$ cat src/rtl/ysyx_22050243_pkg.sv
// Shared decode definitions for the ID stage: opcodes, field encodings and the control bundle.
package ysyx_22050243_pkg;

    localparam logic [6:0] OPC_LUI      = 7'b0110111;
    localparam logic [6:0] OPC_AUIPC    = 7'b0010111;
    localparam logic [6:0] OPC_JAL      = 7'b1101111;
    localparam logic [6:0] OPC_JALR     = 7'b1100111;
    localparam logic [6:0] OPC_BRANCH   = 7'b1100011;
    localparam logic [6:0] OPC_LOAD     = 7'b0000011;
    localparam logic [6:0] OPC_STORE    = 7'b0100011;
    localparam logic [6:0] OPC_OP_IMM   = 7'b0010011;
    localparam logic [6:0] OPC_OP       = 7'b0110011;
    localparam logic [6:0] OPC_OP_IMM32 = 7'b0011011;
    localparam logic [6:0] OPC_OP_32    = 7'b0111011;
    localparam logic [6:0] OPC_MISC_MEM = 7'b0001111;
    localparam logic [6:0] OPC_SYSTEM   = 7'b1110011;

    localparam logic [6:0]  FUNCT7_MEXT = 7'b0000001;
    localparam logic [31:0] EBREAK      = 32'h00100073;

    typedef enum logic [2:0] {
        M2R_ALU   = 3'b000,
        M2R_MEM   = 3'b001,
        M2R_IMM   = 3'b010,
        M2R_PC4   = 3'b011,
        M2R_PCIMM = 3'b100,
        M2R_CSR   = 3'b101
    } mem2reg_e;

    typedef enum logic [1:0] {
        PC_SEQ  = 2'b00,
        PC_JAL  = 2'b01,
        PC_JALR = 2'b10
    } pc_src_e;

    typedef enum logic [3:0] {
        ALU_NONE    = 4'b0000,
        ALU_BRANCH  = 4'b0001,
        ALU_OP      = 4'b0010,
        ALU_OP_IMM  = 4'b0011,
        ALU_OP32    = 4'b0110,
        ALU_OP_IMM32 = 4'b0111,
        ALU_MUL     = 4'b1000,
        ALU_MUL32   = 4'b1001
    } alu_op_e;

    typedef struct packed {
        logic     csr_r;
        logic     alu_src;
        mem2reg_e mem2reg;
        logic     reg_w;
        logic     mem_r;
        logic     mem_w;
        logic     branch;
        pc_src_e  pc_src;
        alu_op_e  alu_op;
        logic     illegal;
    } ctrl_t;

    localparam ctrl_t CTRL_NOP = '0;

endpackage

$ cat src/rtl/ysyx_22050243_ctrl_dec.sv
// Combinational instruction decoder: 32-bit instruction word to control bundle,
// with illegal flagging for the current XLEN / M-extension configuration.
module ysyx_22050243_ctrl_dec
    import ysyx_22050243_pkg::*;
#(
    parameter int XLEN  = 64,
    parameter bit HAS_M = 1'b1
) (
    input  logic [31:0] inst_i,
    output ctrl_t       ctrl_o
);

    logic [6:0] opcode;
    logic       m_ext;
    logic       bad;

    assign opcode = inst_i[6:0];
    assign m_ext  = (inst_i[31:25] == FUNCT7_MEXT);

    always_comb begin
        // NOTE: every output gets a default before the case so no path through it infers a latch.
        ctrl_o = CTRL_NOP;
        bad    = 1'b0;
        case (opcode)
            OPC_LUI:   begin ctrl_o.mem2reg = M2R_IMM;   ctrl_o.reg_w = 1'b1; end
            OPC_AUIPC: begin ctrl_o.mem2reg = M2R_PCIMM; ctrl_o.reg_w = 1'b1; end
            OPC_JAL: begin
                ctrl_o.mem2reg = M2R_PC4;
                ctrl_o.reg_w   = 1'b1;
                ctrl_o.pc_src  = PC_JAL;
            end
            OPC_JALR: begin
                ctrl_o.mem2reg = M2R_PC4;
                ctrl_o.reg_w   = 1'b1;
                ctrl_o.pc_src  = PC_JALR;
            end
            OPC_BRANCH: begin ctrl_o.branch = 1'b1; ctrl_o.alu_op = ALU_BRANCH; end
            OPC_LOAD: begin
                ctrl_o.alu_src = 1'b1;
                ctrl_o.mem2reg = M2R_MEM;
                ctrl_o.reg_w   = 1'b1;
                ctrl_o.mem_r   = 1'b1;
            end
            OPC_STORE: begin ctrl_o.alu_src = 1'b1; ctrl_o.mem_w = 1'b1; end
            OPC_OP_IMM: begin
                ctrl_o.alu_src = 1'b1;
                ctrl_o.reg_w   = 1'b1;
                ctrl_o.alu_op  = ALU_OP_IMM;
            end
            OPC_OP: begin
                bad           = m_ext && !HAS_M;
                ctrl_o.reg_w  = 1'b1;
                ctrl_o.alu_op = m_ext ? ALU_MUL : ALU_OP;
            end
            OPC_OP_IMM32: begin
                bad            = (XLEN == 32);
                ctrl_o.alu_src = 1'b1;
                ctrl_o.reg_w   = 1'b1;
                ctrl_o.alu_op  = ALU_OP_IMM32;
            end
            OPC_OP_32: begin
                bad           = (XLEN == 32) || (m_ext && !HAS_M);
                ctrl_o.reg_w  = 1'b1;
                ctrl_o.alu_op = m_ext ? ALU_MUL32 : ALU_OP32;
            end
            OPC_MISC_MEM: ;
            OPC_SYSTEM: begin
                // funct3 == 0 covers ecall/ebreak/xret, which need no writeback.
                if (inst_i[14:12] != 3'b000) begin
                    ctrl_o.csr_r   = 1'b1;
                    ctrl_o.mem2reg = M2R_CSR;
                    ctrl_o.reg_w   = 1'b1;
                end
            end
            default: bad = 1'b1;
        endcase
        if (bad || inst_i == 32'h0) begin
            ctrl_o         = CTRL_NOP;
            ctrl_o.illegal = 1'b1;
        end
    end

endmodule

$ cat src/rtl/ysyx_22050243_id_ctrl_stage.sv
// Registered ID/control stage: decodes at the input, holds the bundle in an output
// register backed by a 1-entry skid buffer, and latches a sticky halt on ebreak.
module ysyx_22050243_id_ctrl_stage
    import ysyx_22050243_pkg::*;
#(
    parameter int XLEN  = 64,
    parameter bit HAS_M = 1'b1
) (
    input  logic            clk,
    input  logic            rst_n,
    input  logic            flush,
    input  logic            in_valid,
    output logic            in_ready,
    input  logic [31:0]     in_inst,
    input  logic [XLEN-1:0] in_pc,
    output logic            out_valid,
    input  logic            out_ready,
    output logic [31:0]     out_inst,
    output logic [XLEN-1:0] out_pc,
    output logic            out_alu_src,
    output logic [2:0]      out_mem2reg,
    output logic            out_reg_w,
    output logic            out_mem_r,
    output logic            out_mem_w,
    output logic            out_branch,
    output logic [1:0]      out_pc_src,
    output logic [3:0]      out_alu_op,
    output logic            out_csr_r,
    output logic            out_illegal,
    output logic            halted
);

    ctrl_t dec_ctrl;

    logic            rst_done_q;
    logic            out_valid_q,  out_valid_d;
    logic [31:0]     out_inst_q,   out_inst_d;
    logic [XLEN-1:0] out_pc_q,     out_pc_d;
    ctrl_t           out_ctrl_q,   out_ctrl_d;
    logic            skid_valid_q, skid_valid_d;
    logic [31:0]     skid_inst_q,  skid_inst_d;
    logic [XLEN-1:0] skid_pc_q,    skid_pc_d;
    ctrl_t           skid_ctrl_q,  skid_ctrl_d;
    logic            halted_q,     halted_d;

    logic accept, out_fire, out_free;

    ysyx_22050243_ctrl_dec #(.XLEN(XLEN), .HAS_M(HAS_M)) u_dec (
        .inst_i (in_inst),
        .ctrl_o (dec_ctrl)
    );

    // in_ready depends only on flops, so nothing from out_ready reaches IF combinationally.
    assign in_ready = rst_done_q && !skid_valid_q && !halted_q;
    assign accept   = in_valid && in_ready;
    assign out_fire = out_valid_q && out_ready;
    assign out_free = !out_valid_q || out_ready;

    always_comb begin
        out_valid_d  = out_valid_q;
        out_inst_d   = out_inst_q;
        out_pc_d     = out_pc_q;
        out_ctrl_d   = out_ctrl_q;
        skid_valid_d = skid_valid_q;
        skid_inst_d  = skid_inst_q;
        skid_pc_d    = skid_pc_q;
        skid_ctrl_d  = skid_ctrl_q;
        halted_d     = halted_q || (out_fire && out_inst_q == EBREAK);

        if (flush) begin
            out_valid_d  = 1'b0;
            skid_valid_d = 1'b0;
        end else if (out_free) begin
            if (skid_valid_q) begin
                out_valid_d  = 1'b1;
                out_inst_d   = skid_inst_q;
                out_pc_d     = skid_pc_q;
                out_ctrl_d   = skid_ctrl_q;
                skid_valid_d = 1'b0;
            end else begin
                out_valid_d = accept;
                if (accept) begin
                    out_inst_d = in_inst;
                    out_pc_d   = in_pc;
                    out_ctrl_d = dec_ctrl;
                end
            end
        end else if (accept) begin
            skid_valid_d = 1'b1;
            skid_inst_d  = in_inst;
            skid_pc_d    = in_pc;
            skid_ctrl_d  = dec_ctrl;
        end
    end

    // NOTE: payload registers are reset too so every output reads 0 while rst_n is low;
    // state uses <= so all flops sample pre-edge values together.
    always_ff @(posedge clk or negedge rst_n) begin
        if (!rst_n) begin
            rst_done_q   <= 1'b0;
            out_valid_q  <= 1'b0;
            out_inst_q   <= '0;
            out_pc_q     <= '0;
            out_ctrl_q   <= CTRL_NOP;
            skid_valid_q <= 1'b0;
            skid_inst_q  <= '0;
            skid_pc_q    <= '0;
            skid_ctrl_q  <= CTRL_NOP;
            halted_q     <= 1'b0;
        end else begin
            rst_done_q   <= 1'b1;
            out_valid_q  <= out_valid_d;
            out_inst_q   <= out_inst_d;
            out_pc_q     <= out_pc_d;
            out_ctrl_q   <= out_ctrl_d;
            skid_valid_q <= skid_valid_d;
            skid_inst_q  <= skid_inst_d;
            skid_pc_q    <= skid_pc_d;
            skid_ctrl_q  <= skid_ctrl_d;
            halted_q     <= halted_d;
        end
    end

    assign out_valid   = out_valid_q;
    assign out_inst    = out_inst_q;
    assign out_pc      = out_pc_q;
    assign out_alu_src = out_ctrl_q.alu_src;
    assign out_mem2reg = out_ctrl_q.mem2reg;
    assign out_reg_w   = out_ctrl_q.reg_w;
    assign out_mem_r   = out_ctrl_q.mem_r;
    assign out_mem_w   = out_ctrl_q.mem_w;
    assign out_branch  = out_ctrl_q.branch;
    assign out_pc_src  = out_ctrl_q.pc_src;
    assign out_alu_op  = out_ctrl_q.alu_op;
    assign out_csr_r   = out_ctrl_q.csr_r;
    assign out_illegal = out_ctrl_q.illegal;
    assign halted      = halted_q;

endmodule

$ cat config.mk
export PLATFORM = sky130hd
export DESIGN_NAME = ysyx_22050243_id_ctrl_stage
export DESIGN_NICKNAME = d
export VERILOG_FILES = /design/src/rtl/ysyx_22050243_pkg.sv /design/src/rtl/ysyx_22050243_ctrl_dec.sv /design/src/rtl/ysyx_22050243_id_ctrl_stage.sv
export SDC_FILE = /design/constraint.sdc
export NUM_CORES = 1
export LEC_CHECK = 0
export CELL_PAD_IN_SITES_DETAIL_PLACEMENT = 1
export CELL_PAD_IN_SITES_GLOBAL_PLACEMENT = 2
export CORE_MARGIN = 2
export CORE_UTILIZATION = 36
export CTS_CLUSTER_SIZE = 10
export DETAILED_ROUTE_END_ITERATION = 7
export PLACE_DENSITY = 0.92
export SLEW_MARGIN = 20
export SYNTH_ARGS = -nofsm -noshare
export SYNTH_HDL_FRONTEND = slang
export SYNTH_SLANG_ARGS = --single-unit
$ cat constraint.sdc
create_clock -name clk -period 4.96 [get_ports clk]
set_input_delay 0.992 -clock clk [delete_from_list [all_inputs] [get_ports clk]]
set_output_delay 0.992 -clock clk [all_outputs]
set_load 0.01 [all_outputs]
==> flow_summary.ini <==
[drt]
postRouteAntennaNets = 0
routedWlPerCell_um = 18.9
firstDrtPassIters = 4
drc = 0
vias = 7155
wl_um = 26700
drtIter0Drc = 302
vias_per_cell = 5.07

[critical_path]
endpoint_kind = output port
worst-endpoint-required_ns = 3.97
path_max_fanout = 12
cp_slowest_cell = clkdlybuf4s50_1
max_stage_delay_ns = 0.59
startpoint_type = flop
path_class = reg -> out
worstSetupStartpoint = skid_valid_q
reg2reg_from = skid_valid_q
crit_chain = nor3b_4 -> clkdlybuf4s50_1
r2r_end = out_mem2reg[0]
crit_arrival_ns = 2.00
r2r_cells = 4
reg2reg_slack_ns = 2.65

[cts]
path_clk_slew_ns = 0.05
cts_root_buffer = clkbuf_16
clock_latency_ns = 0.52
post_cts_buffers = 0
htreeDepth = 1
tritoncts = yes
numCtsBuffers = 27
cts_buffer_depth = 3
cts_resized = 0
cts.sinks = 228
cts_hold_buf = 0

[finish]
syn_to_final_growth_pct = 32.0
most-common-layout-cells = dfrtp_1, clkdlybuf4s50_1, nor2_1, a21oi_1, mux2i_1
drive_gt1_share_pct = 14.0
layout_commonest_cell = dfrtp_1
design_area_um2 = 13200
n_fill_cell = 2854
n_antenna_cell = 0
fin_nets = 1133

[placed_design]
place_congestion = 0.821
place.port_buffers = 215
dp_hpwl_um = 17600
placed_area_um2 = 12400
place_ws_ns = 1.76

[sta]
fmax_ghz = 0.334
hold_viol = 0
period_minus_slack_ns = 3.00
min_period_over_period_pct = 60.4
grt_setup_unrepaired = no
setup_viol = 0
finalHoldWorstSlack_ns = 0.479
worst_slew_pin_slew_ns = 0.999
drv_slew = 0
finalSetupTns_ns = 0
maxSlewHeadroom_pct = 33.4
worst_slack_ns = 1.96
fin_worst_skew_ns = 0.0203

[synth]
synth.distinct_cells = 56
syn-mean-instance-area_um2 = 11.9
synth_nets = 937
synth_seq_cells = 228
synthArstFlopShare_pct = 100
synth_flop_cell = dfrtp_1
yosysSeqAreaShare_pct = 57.2
netlist_instances = 836
synth_area_um2 = 9970
synth_enable_flop_cells = 0
ys_warn_count = 0

[hold_path]
hold_start = skid_ctrl_q[11]
hold_depth = 2
min_to = skid_ctrl_q[11]
hp-class = reg -> reg

[global_route]
grt-ovfl-total = 0
grt_pass1_wl_um = 42800
grt_usage_pct = 18.5
antenna_found_initial = 0
grt_max_degree = 126
grt_pass1_vias = 7712

[floorplanning]
coreArea_um2 = 27100
rows = 60
die_width_um = 170
io_pins = 216
dieArea_um2 = 29000
start_util_pct = 36.8
dieHeight_um = 170

[pwr]
power_density_nw_per_um2 = 391
power.total_mw = 5.15
leakagePower_nw = 5.44
peakVddDrop_mv = 0.223

[outcome]
status = finished clean

[job]
cap_viol_max_count = 0
## how the worst max path moves through the flow
stage | endpoint | depth (start not counted)
final | in_ready | 2
after CTS | in_ready | 2
after global placement | skid_ctrl_q[10] | 5
after floorplan | skid_inst_q[10] | 5
after global routing | in_ready | 2
after detailed placement | out_pc[56] | 6
## kinds of logic after synthesis
kind of cell | share of synthesized area, %
DFF | 57.2
other | 0.0376
AOI/OAI and AO/OA | 8.81
muxes | 21.7
buffers and inverters | 3.23
and+or+nand+nor | 9.05
## power breakdown
part	switching [mW]	leakage, nW	internal (mW)	total [mW]
clock network	0.717	0.366	1.03	1.74
registers	0.201	2.78	2.17	2.37
logic	0.431	2.29	0.597	1.03
total	1.35	5.44	3.80	5.15
## critical path, delay by kind of cell, from the launching register on
kind / cells / cell delay (ns)
buffers and inverters: 1 / 0.59
flip-flops: 1 / 0.58
AND/OR/NAND/NOR: 1 / 0.32
## per-stage QoR
stage | instances | utilization [%]
floorplan | 836 | -
global placement | 1375 | 45.8
detailed placement | 1375 | 45.8
CTS | 1410 | 48.6
global route | 1410 | 48.6
finish | 1410 | 48.6
## state kept, by name, indices dropped and copies added, names as in the netlist, 2 cells and up
| signal | cells |
|---|---|
| out_pc | 64 |
| skid_pc_q | 64 |
| out_inst | 32 |
| skid_inst_q | 32 |
| skid_ctrl_q | 16 |
| out_alu_op | 4 |
| out_mem2reg | 3 |
| out_pc_src | 2 |
## area by class of cell
cell class | instances | area, um^2 | area share, %
clock buffers | 35 | 746 | 5.67
inverters | 4 | 15.0 | 0.114
multi-input cells | 545 | 3960 | 30.1
flip-flops and latches | 228 | 5710 | 43.4
well taps | 372 | 465 | 3.54
repair buffers | 226 | 2260 | 17.2
## cell usage after synthesis, drive strengths merged, types with 2 or more instances
master,instances,share of area [%]
a211oi,3,0.23
a21boi,2,0.15
a21oi,106,5.3
a31oi,8,0.50
and2,2,0.13
and3b,2,0.18
buf,48,2.7
clkbuf,11,0.41
dfrtp,228,57
inv,4,0.15
mux2,98,12
mux2i,98,9.8
nand2,29,1.1
nand2b,4,0.25
nand3,7,0.40
nand4,2,0.13
nor2,119,4.5
nor2b,2,0.13
nor3b,4,0.41
nor4,5,0.38
nor4b,3,0.26
nor4bb,5,0.50
o211ai,2,0.15
o21a,2,0.15
o21ai,14,0.70
o31ai,4,0.30
o41ai,3,0.34
or4,3,0.23
## layer usage
layer / global-route usage (%) / part of all wire [%] / vias to the layer above
met5: 0 / 0 / -
met4: 5.91 / 2.9 / 0
met3: 3.81 / 4.7 / 45
met2: 31.4 / 50 / 148
met1: 23.7 / 43 / 3632
li1: - / - / 3330
Power figures use the tool's default switching activity.
